==> src/rtl/ctrl_fsm_mc.sv <==
// ctrl_fsm_mc: multi-cycle fetch/decode/execute control FSM with start and memory handshakes.
// Define CTRL_PERF_CNT_EN to add saturating instr_cnt_o / stall_cnt_o counters.
module ctrl_fsm_mc #(
  parameter int INSTR_W = 9,
  parameter int OP_W    = 4,
  parameter int MEM_TO  = 15,
  parameter int TO_W    = 4
) (
  input  logic               clk_i,
  input  logic               rst_ni,
  input  logic               start_i,
  input  logic [INSTR_W-1:0] instr_i,
  input  logic               cond_i,
  input  logic               mem_ack_i,
  output logic               pc_adv_o,
  output logic               set_en_o,
  output logic               ac_ena_o,
  output logic               write_reg_o,
  output logic               mem_req_o,
  output logic               mem_we_o,
  output logic               branch_en_o,
  output logic               jump_en_o,
  output logic [INSTR_W-1:0] target_o,
  output logic               program_done_o,
  output logic               err_o,
  output logic               busy_o
`ifdef CTRL_PERF_CNT_EN
  ,
  output logic [31:0]        instr_cnt_o,
  output logic [31:0]        stall_cnt_o
`endif
);

  typedef enum logic [3:0] {
    S_IDLE     = 4'd0,
    S_FETCH    = 4'd1,
    S_DECODE   = 4'd2,
    S_BRTGT    = 4'd3,
    S_ACC      = 4'd4,
    S_WREG     = 4'd5,
    S_MEM_WAIT = 4'd6,
    S_DONE     = 4'd7,
    S_ERR      = 4'd8
  } state_e;

  state_e             state_q;
  logic [OP_W-1:0]    op_q;
  logic               cond_q;
  logic [TO_W-1:0]    to_q;
  logic [INSTR_W-1:0] target_q;
  logic               pc_adv_q, set_en_q, ac_ena_q, write_reg_q;
  logic               mem_req_q, mem_we_q, branch_en_q, jump_en_q;
  logic               done_q, err_q, busy_q;

  logic [OP_W-1:0]    op_s;
  logic [31:0]        op_u_s;
  logic               set_s, halt_s, jmp_s;
  logic               is_load_s, is_store_s, is_move_s, is_alu_s, is_br_s;

  // Field decode of the word the ROM is presenting this cycle.
  always_comb begin
    op_s       = instr_i[INSTR_W-2 -: OP_W];
    op_u_s     = 32'(op_s);
    set_s      = instr_i[INSTR_W-1];
    halt_s     = (instr_i == {INSTR_W{1'b1}});
    is_load_s  = (op_u_s == 32'd0);
    is_store_s = (op_u_s == 32'd1);
    is_move_s  = (op_u_s == 32'd2);
    is_alu_s   = (op_u_s >= 32'd3) && (op_u_s <= 32'd9);
    is_br_s    = (op_u_s >= 32'd10) && (op_u_s <= 32'd15);
    jmp_s      = (32'(op_q) == 32'd15);
  end

  // Control FSM; every output is a register updated alongside the state.
  always_ff @(posedge clk_i or negedge rst_ni) begin
    if (!rst_ni) begin
      state_q     <= S_IDLE;
      op_q        <= {OP_W{1'b0}};
      cond_q      <= 1'b0;
      to_q        <= {TO_W{1'b0}};
      target_q    <= {INSTR_W{1'b0}};
      pc_adv_q    <= 1'b0;
      set_en_q    <= 1'b0;
      ac_ena_q    <= 1'b0;
      write_reg_q <= 1'b0;
      mem_req_q   <= 1'b0;
      mem_we_q    <= 1'b0;
      branch_en_q <= 1'b0;
      jump_en_q   <= 1'b0;
      done_q      <= 1'b0;
      err_q       <= 1'b0;
      busy_q      <= 1'b0;
    end else begin
      pc_adv_q    <= 1'b0;
      set_en_q    <= 1'b0;
      ac_ena_q    <= 1'b0;
      write_reg_q <= 1'b0;
      branch_en_q <= 1'b0;
      jump_en_q   <= 1'b0;
      case (state_q)
        S_IDLE: begin
          if (start_i) begin
            state_q  <= S_FETCH;
            pc_adv_q <= 1'b1;
            busy_q   <= 1'b1;
          end
        end
        S_FETCH: state_q <= S_DECODE;
        S_DECODE: begin
          if (set_s) begin
            state_q  <= S_ACC;
            ac_ena_q <= 1'b1;
            set_en_q <= 1'b1;
          end else if (is_load_s || is_store_s) begin
            state_q   <= S_MEM_WAIT;
            mem_req_q <= 1'b1;
            mem_we_q  <= is_store_s;
          end else if (is_move_s) begin
            state_q  <= S_ACC;
            ac_ena_q <= 1'b1;
          end else if (is_alu_s) begin
            state_q     <= S_WREG;
            write_reg_q <= 1'b1;
          end else if (is_br_s) begin
            state_q  <= S_BRTGT;
            pc_adv_q <= 1'b1;
            cond_q   <= cond_i;
            op_q     <= op_s;
          end else begin
            state_q  <= S_FETCH;
            pc_adv_q <= 1'b1;
          end
        end
        S_BRTGT: begin
          target_q <= instr_i;
          // An all-ones target halts only when the branch would actually be taken.
          if (halt_s && (jmp_s || cond_q)) begin
            state_q <= S_DONE;
            done_q  <= 1'b1;
            busy_q  <= 1'b0;
          end else begin
            state_q     <= S_FETCH;
            pc_adv_q    <= 1'b1;
            jump_en_q   <= !halt_s && jmp_s;
            branch_en_q <= !halt_s && !jmp_s && cond_q;
          end
        end
        S_ACC, S_WREG: begin
          state_q  <= S_FETCH;
          pc_adv_q <= 1'b1;
        end
        S_MEM_WAIT: begin
          if (mem_ack_i) begin
            mem_req_q <= 1'b0;
            mem_we_q  <= 1'b0;
            to_q      <= {TO_W{1'b0}};
            if (mem_we_q) begin
              state_q  <= S_FETCH;
              pc_adv_q <= 1'b1;
            end else begin
              state_q  <= S_ACC;
              ac_ena_q <= 1'b1;
            end
          end else if (to_q == TO_W'(MEM_TO - 1)) begin
            state_q   <= S_ERR;
            mem_req_q <= 1'b0;
            mem_we_q  <= 1'b0;
            to_q      <= {TO_W{1'b0}};
            err_q     <= 1'b1;
            busy_q    <= 1'b0;
          end else begin
            to_q <= to_q + TO_W'(1'b1);
          end
        end
        S_DONE: state_q <= S_DONE;
        S_ERR:  state_q <= S_ERR;
        default: begin
          state_q   <= S_IDLE;
          mem_req_q <= 1'b0;
          mem_we_q  <= 1'b0;
          to_q      <= {TO_W{1'b0}};
          busy_q    <= 1'b0;
        end
      endcase
    end
  end

  assign pc_adv_o       = pc_adv_q;
  assign set_en_o       = set_en_q;
  assign ac_ena_o       = ac_ena_q;
  assign write_reg_o    = write_reg_q;
  assign mem_req_o      = mem_req_q;
  assign mem_we_o       = mem_we_q;
  assign branch_en_o    = branch_en_q;
  assign jump_en_o      = jump_en_q;
  assign target_o       = target_q;
  assign program_done_o = done_q;
  assign err_o          = err_q;
  assign busy_o         = busy_q;

`ifdef CTRL_PERF_CNT_EN
  logic [31:0] instr_cnt_q, stall_cnt_q;

  // Saturating counters of decoded instructions and unacknowledged memory-wait cycles.
  always_ff @(posedge clk_i or negedge rst_ni) begin
    if (!rst_ni) begin
      instr_cnt_q <= 32'd0;
      stall_cnt_q <= 32'd0;
    end else begin
      if ((state_q == S_DECODE) && (instr_cnt_q != 32'hFFFF_FFFF)) begin
        instr_cnt_q <= instr_cnt_q + 32'd1;
      end
      if ((state_q == S_MEM_WAIT) && !mem_ack_i && (stall_cnt_q != 32'hFFFF_FFFF)) begin
        stall_cnt_q <= stall_cnt_q + 32'd1;
      end
    end
  end

  assign instr_cnt_o = instr_cnt_q;
  assign stall_cnt_o = stall_cnt_q;
`endif

endmodule

==> config.mk <==
export PLATFORM = sky130hd
export DESIGN_NAME = ctrl_fsm_mc
export DESIGN_NICKNAME = d
export VERILOG_FILES = /design/src/rtl/ctrl_fsm_mc.sv
export SDC_FILE = /design/constraint.sdc
export NUM_CORES = 1
export LEC_CHECK = 0
export CAP_MARGIN = 10
export CORE_ASPECT_RATIO = 2
export CORE_UTILIZATION = 54
export DETAILED_ROUTE_END_ITERATION = 8
export GPL_ROUTABILITY_DRIVEN = 0
export GPL_TIMING_DRIVEN = 0
export PLACE_DENSITY_LB_ADDON = 0.15
export SLEW_MARGIN = 0
export SYNTH_ARGS = -nofsm -noshare
export SYNTH_HDL_FRONTEND = slang
export SYNTH_SLANG_ARGS = --single-unit
export TNS_END_PERCENT = 1
==> constraint.sdc <==
create_clock -name clk_i -period 4.05 [get_ports clk_i]
set_input_delay 0.405 -clock clk_i [delete_from_list [all_inputs] [get_ports clk_i]]
set_output_delay 0.405 -clock clk_i [all_outputs]
set_load 0.05 [all_outputs]
==> results of run 1 <==
[power groups by stage]
stage / Combinational [mW] / Sequential (mW) / Clock (mW)
after global placement: 0.811 / 0.540 / 0
final: 0.837 / 0.545 / 0.245
after CTS: 0.839 / 0.546 / 0.250
after global routing: 0.903 / 0.563 / 0.260
after detailed placement: 0.833 / 0.550 / 0
after floorplan: 0.342 / 0.779 / 0
[cell families (layout without fill, tap and decap cells)]
logic type | after synthesis | in the layout
AND/OR/NAND/NOR | 55 | 55
AO/OA/AOI/OAI | 38 | 38
flip-flops | 33 | 33
multiplexers | 12 | 12
buffers and inverters | 11 | 51
adder cells (fa/ha/maj) | 2 | 2
[registers in the layout (all words and copies together) (netlist names)]
| signal | flops |
|---|---|
| ac_ena_o | 1 |
| branch_en_o | 1 |
| busy_o | 1 |
| cond_q | 1 |
| err_o | 1 |
| jump_en_o | 1 |
| mem_req_o | 1 |
| mem_we_o | 1 |
| op_q | 4 |
| pc_adv_o | 1 |
| program_done_o | 1 |
| set_en_o | 1 |
| state_q | 4 |
| target_o | 9 |
| to_q | 4 |
| write_reg_o | 1 |
[cell type report]
type | count | area, um^2 | share of cell area
Sequential cell | 33 | 826 | 0.394
Inverter | 5 | 18.8 | 0.00894
Multi-Input combinational cell | 107 | 751 | 0.358
Tap cell | 29 | 36.3 | 0.0173
Timing Repair Buffer | 33 | 348 | 0.166
Buffer | 6 | 32.5 | 0.0155
Clock buffer | 7 | 86.3 | 0.0411
[final timing paths]
path	start	to	slack, ns
max	mem_we_o	mem_we_o	2.13
min	err_o	err_o	0.45
max reg2reg	to_q[0]	mem_we_o	2.23
min reg2reg	err_o	err_o	0.45
max in group asynchronous	rst_ni	op_q[0]	2.94
min in group asynchronous	rst_ni	set_en_o	0.57
[metal layers]
| metal | part of all wire | vias to the layer above | GRT usage |
|---|---|---|---|
| li1 | - | 630 | - |
| met1 | 0.34 | 660 | 0.276 |
| met2 | 0.58 | 42 | 0.484 |
| met3 | 0.027 | 15 | 0.0529 |
| met4 | 0.045 | 0 | 0.170 |
| met5 | 0 | - | 0 |
[cells in the mapped netlist (all sizes together), types with 3 or more instances]
library cell | count | share of area
a211oi | 4 | 0.018
a21o | 3 | 0.015
a21oi | 4 | 0.012
and3 | 4 | 0.015
buf | 6 | 0.020
dfrtp | 33 | 0.51
inv | 5 | 0.012
mux2 | 12 | 0.083
nand2 | 13 | 0.030
nand3 | 6 | 0.022
nor2 | 14 | 0.032
nor2b | 3 | 0.012
nor3 | 3 | 0.016
o21ai | 13 | 0.040
o31ai | 3 | 0.014
[per-stage QoR]
step	cells	utilization	hold slack, ns	power (mW)
global placement	212	0.708	0.440	1.35
detailed placement	213	0.718	0.445	1.38
CTS	220	0.748	0.460	1.63
floorplan	151	-	0.109	1.12
global route	220	0.748	0.484	1.73
finish	220	0.748	0.454	1.63
==> summary.md, run 1 <==
| Metric | Value |
|---|---|
| RSZ-0062 raised after global routing | no |
| I/O Buffers | 32 |
| Crit Path Class | flip-flop to output port |
| Worst setup margin | 2.13 ns |
| Setup Skew | 0.00706 ns |
| Largest family of logic cells by synthesized area | simple AND/OR/NAND/NOR gates |
| Critical path required time | 3.64 ns |
| Largest net degree at the start of global routing | 20 |
| Pins over their slew limit | 0 |
| Synth Warn # | 0 |
| Final worst path period need | 1.92 ns |
| Int Pwr | 0.912 mW |
| CTS hold repair buffers | 0 |
| Final critical-path share of the clock period | 0.473 |
| Worst path bufs/invs | 1 |
| Ys flop type | dfrtp_1 |
| Xor and xnor area share after synthesis | 0 |
| Core Rows | 27 |
| Final count of negative-setup-slack endpoints | 0 |
| Design Area, Final | 2100 um^2 |
| #FFs+latches synth | 33 |
| Initial antenna violation count | 0 |
| Cts repair resizes | 0 |
| Vias in the first global route | 1462 |
| Setup TNS Final | 0 ns |
| Fillers | 209 |
| Worst-case reg-to-reg path depth | 7 |
| Leading cell type in the layout, fill and taps excluded | dfrtp_1 |
| Clk pwr share | 0.151 |
| Synth-to-layout area growth | 28.9% |
| Max stage delay cell, worst path | clkdlybuf4s50_1 |
| Chip height | 79.6 um |
| Clk buf depth | 2 |
| Cell breakdown of the critical path | clkdlybuf4s50_1 |
| Syn_area_per_cell | 10.8 um^2 |
| Leakage power | 0.906 nW |
| # DRC | 0 |
| Clk sink count | 33 |
| Worst-Skew Late Latency | 0.28 ns |
| Synth unique cells | 39 |
| Hold Path Cell Cnt | 1 |
| Largest stage delay on the critical path | 0.83 ns |
| Reg power frac | 0.335 |
| Hold Path Class | flip-flop to flip-flop |
| Crit path DAT | 1.51 ns |
| Worst-margin pin slew | 0.754 ns |
| Peak VDD IR | 0.611 mV |
| Num CTS Buffers | 5 |
| I/O Pins | 34 |
| Final Routed Wirelength | 3720 um |
| Synth Area in Adders | 0.0154 |
| Slew margin rel. | 0.496 |
| Synth Area in Simple Gates | 0.194 |
| Max FO, Critical Path | 5 |
| Multiplexer area fraction after synthesis | 0.0830 |
| Final ANT Viol Nets | 0 |
| Sequential cell area fraction in the yosys report | 0.507 |
| Delay-heaviest family, CP | buffers and inverters |
| CTS tree | yes |
| Starting DRC count in detailed routing | 34 |
| Syn Std Cell Area | 1630 um^2 |
| Max-cap viol count | 0 |
| Achievable Freq | 0.522 GHz |
| Power per Cell Area | 775 nW/um^2 |
| Reg clk slew, reported paths | 0.07 ns |
| Most frequent cells in the layout | dfrtp_1, clkdlybuf4s50_1, nor2_1, nand2_1, o21ai_0 |
| Core area | 2800 um^2 |
| Sw frac | 0.439 |
| Layout cells sized above 1 | 0.173 |
| Die width | 40.8 um |
| Asr flop ratio synth | 1.00 |
| Detailed Routing Iterations Pass 1 | 4 |
| Initial core utilization | 0.581 |
| EDFF count, synth | 0 |
| DIE AREA | 3250 um^2 |
| Syn Inst Count | 151 |
| Critical Path Source Type | flip-flop |
| Avg WL per Cell | 16.9 um |
| Final global-route overflow total | 0 |
| Worst path depth | 1 |
| Total Nets Final | 207 |
| Synth Area in Compound Gates | 0.169 |
| Antenna Cells | 0 |
| Switching power | 0.715 mW |
| Crit end category | output port |
| First-pass GRT wire length | 6210 um |
| GRT Util Overall | 0.281 |
| Hold Violations, Final | 0 |
| Post-DP HPWL | 2900 um |
| Root buf cell | clkbuf_8 |
| H-Tree Depth | 2 |
| Dpl ws | 1.90 ns |
| Postcts setup bufs | 0 |
| Status | finished clean |
| Comb pwr share | 0.515 |
| Via count | 1347 |
| Syn_nets | 167 |
| Drt via density | 6.12 |
| DP Area | 2010 um^2 |
No activity file was read; power rests on OpenSTA's default activity.
==> run 2: changes to the inputs <==
- CORE_UTILIZATION: 54 -> 45
- clock period: 4.05 -> 1.7 ns (I/O delays scaled with it)
==> run 2 against run 1 <==
- setup slack got worse by 2.1 ns
- global-route usage is 5.1 points lower
- power is 150% higher
- via count increased by 0.59%
- non-clock buffer count grew 3
- register-to-register slack got worse by 2.2 ns
- first-iteration DRC count down 8.8%
- largest cell class unchanged
- highest routed layer unchanged
==> summary.md, run 2 (same netlist as run 1, synthesis figures left out) <==
| Metric | Value |
|---|---|
| Status | finished clean |
| Crit end category | flip-flop |
| Multi-input logic area | 768 um^2 (+2.3%) |
| Critical path required time | 1.87 ns (-1.77 ns) |
| Chip height | 87.1 um (+9.3%) |
| Final global-route overflow total | 0 (unchanged) |
| Num CTS Buffers | 5 (unchanged) |
| Reg2reg setup slack | 0.03 ns (-2.20 ns) |
| Peak VDD IR | 1.28 mV (+110%) |
| Power consumption | 3.99 mW (+150%) |
| Placed Cells | 232 (+8.9%) |
| Initial antenna violation count | 0 (unchanged) |
| Core Rows | 30 (+11%) |
| Crit Path Class | flip-flop to flip-flop |
| Pins over their slew limit | 0 (unchanged) |
| Layout cells sized above 1 | 0.205 (+0.0324) |
| Sw frac | 0.436 (-0.00391) |
| Final count of negative-setup-slack endpoints | 0 (unchanged) |
| Clk sink count | 33 (unchanged) |
| Via count | 1355 (+0.59%) |
| Final cell count without fillers | 243 (+10%) |
| CTS tree | yes |
| Avg WL per Cell | 15.9 um (-5.9%) |
| Synth-to-layout area growth | 34.1% |
| Achievable Freq | 0.598 GHz |
| Worst hold slack | 0.238 ns (-0.216 ns) |
| Crit path DAT | 1.85 ns (+0.34 ns) |
| Delay-heaviest family, CP | simple AND/OR/NAND/NOR gates |
| Vias in the first global route | 1408 (-3.7%) |
| DIE AREA | 3880 um^2 (+19%) |
| Final ANT Viol Nets | 0 (unchanged) |
| I/O Buffers | 32 (unchanged) |
| Max stage delay cell, worst path | dfrtp_1 |
| Die width | 44.5 um (+9.1%) |
| Clk buf depth | 2 (unchanged) |
| Hold Violations, Final | 0 (unchanged) |
| Worst path bufs/invs | 1 (unchanged) |
| Reg clk slew, reported paths | 0.07 ns (about the same) |
| Worst-margin pin slew | 0.809 ns (+0.0554 ns) |
| Power per Cell Area | 1830 nW/um^2 (+140%) |
| GRT Util Overall | 0.230 (-0.0511) |
| Reg power frac | 0.326 (-0.009) |
| Worst setup margin | 0.0270 ns (-2.11 ns) |
| Root buf cell | clkbuf_8 |
| Max-cap viol count | 0 (unchanged) |
| Final critical-path share of the clock period | 0.984 |
| H-Tree Depth | 2 (unchanged) |
| Initial core utilization | 0.477 (-0.104) |
| Most common cell on crit path | nor2_1 |
| CTS hold repair buffers | 0 (unchanged) |
| Fillers | 279 (+33%) |
| Starting DRC count in detailed routing | 31 (-8.8%) |
| Setup Skew | 0.00368 ns (-0.00338 ns) |
| Hold Path Class | input port to flip-flop |
| Total Nets Final | 210 (+1.4%) |
| Largest stage delay on the critical path | 0.39 ns (-0.44 ns) |
| RSZ-0062 raised after global routing | yes |
| Design Area, Final | 2180 um^2 (+4.1%) |
| Post-DP HPWL | 2960 um (+2.0%) |
| I/O Pins | 34 (unchanged) |
| # DRC | 0 (unchanged) |
| Largest net degree at the start of global routing | 19 (-5.0%) |
| Leading cell type in the layout, fill and taps excluded | dfrtp_1 |
| Final Routed Wirelength | 3860 um (+3.9%) |
| Worst-Skew Late Latency | 0.29 ns (about the same) |
| Drt via density | 5.58 (-8.9%) |
| Leakage power | 0.968 nW (+6.8%) |
| Critical Path Source Type | flip-flop |
| Antenna Cells | 0 (unchanged) |
| Int Pwr | 2.25 mW (+150%) |
| Cell breakdown of the critical path | buf_2 -> nor3_1 -> nor2_1 -> o211ai_1 -> nor2_1 -> a32o_1 |
| Detailed Routing Iterations Pass 1 | 4 (unchanged) |
| Register Area | 826 um^2 (unchanged) |
| DP Area | 2040 um^2 (+1.2%) |
| Final worst path period need | 1.67 ns |
| Dpl ws | -0.265 ns (-2.17 ns) |
| Core area | 3420 um^2 (+22%) |
| Most frequent cells in the layout | dfrtp_1, clkdlybuf4s50_1, nor2_1, nand2_1, mux2_2 |
| Clk pwr share | 0.161 (+0.010) |
| Comb pwr share | 0.512 (-0.003) |
| Slew margin rel. | 0.459 (-0.0371) |
| First-pass GRT wire length | 6420 um (+3.3%) |
| Switching power | 1.74 mW (+140%) |
| Max FFs per register | 9 (unchanged) |
| Max FO, Critical Path | 10 (+5) |
run 2: per-layer routing:
metal	GRT usage	routed length [um]	up-vias
met1	0.225	1330	668
met5	0	0	-
met2	0.434	2300	42
li1	-	-	635
met3	0.0394	132	10
met4	0.113	99	0
run 2: cell type report:
class | count | area share
Clock inverter | 1 | 0.00229
Multi-Input combinational cell | 107 | 0.352
Buffer | 6 | 0.0149
Tap cell | 48 | 0.0275
Inverter | 5 | 0.00860
Sequential cell | 33 | 0.378
Timing Repair Buffer | 36 | 0.172
Clock buffer | 7 | 0.0441
run 2: final timing paths:
kind	from	endpoint	depth (start not counted)
hold / removal	instr_i[8]	set_en_o	2
hold reg to reg	err_o	err_o	1
setup / recovery	state_q[2]	mem_we_o	6
max in group asynchronous	rst_ni	program_done_o	2
setup reg to reg	state_q[2]	mem_we_o	6
min in group asynchronous	rst_ni	ac_ena_o	1
run 2: power by group through the flow:
stage	combinational (mW)	sequential (mW)	clock (mW)
2_1_floorplan	0.814	1.86	0
3_3_place_gp	1.94	1.29	0
3_5_place_dp	1.99	1.31	0
4_1_cts	2.01	1.31	0.659
5_1_grt	2.18	1.33	0.686
6_report	2.04	1.30	0.644
run 2: repair_timing:
item	CTS	global route
buffers inserted	1	2
pin swaps	2	1
gates cloned	0	0
gates resized for setup	4	5
endpoints found under the setup margin	6	12
run 2: stage by stage:
step | utilization | setup TNS [ns]
floorplan | - | 0
global placement | 0.588 | -5.21
detailed placement | 0.596 | -1.63
CTS | 0.633 | 0
global route | 0.639 | -0.0762
finish | 0.639 | 0
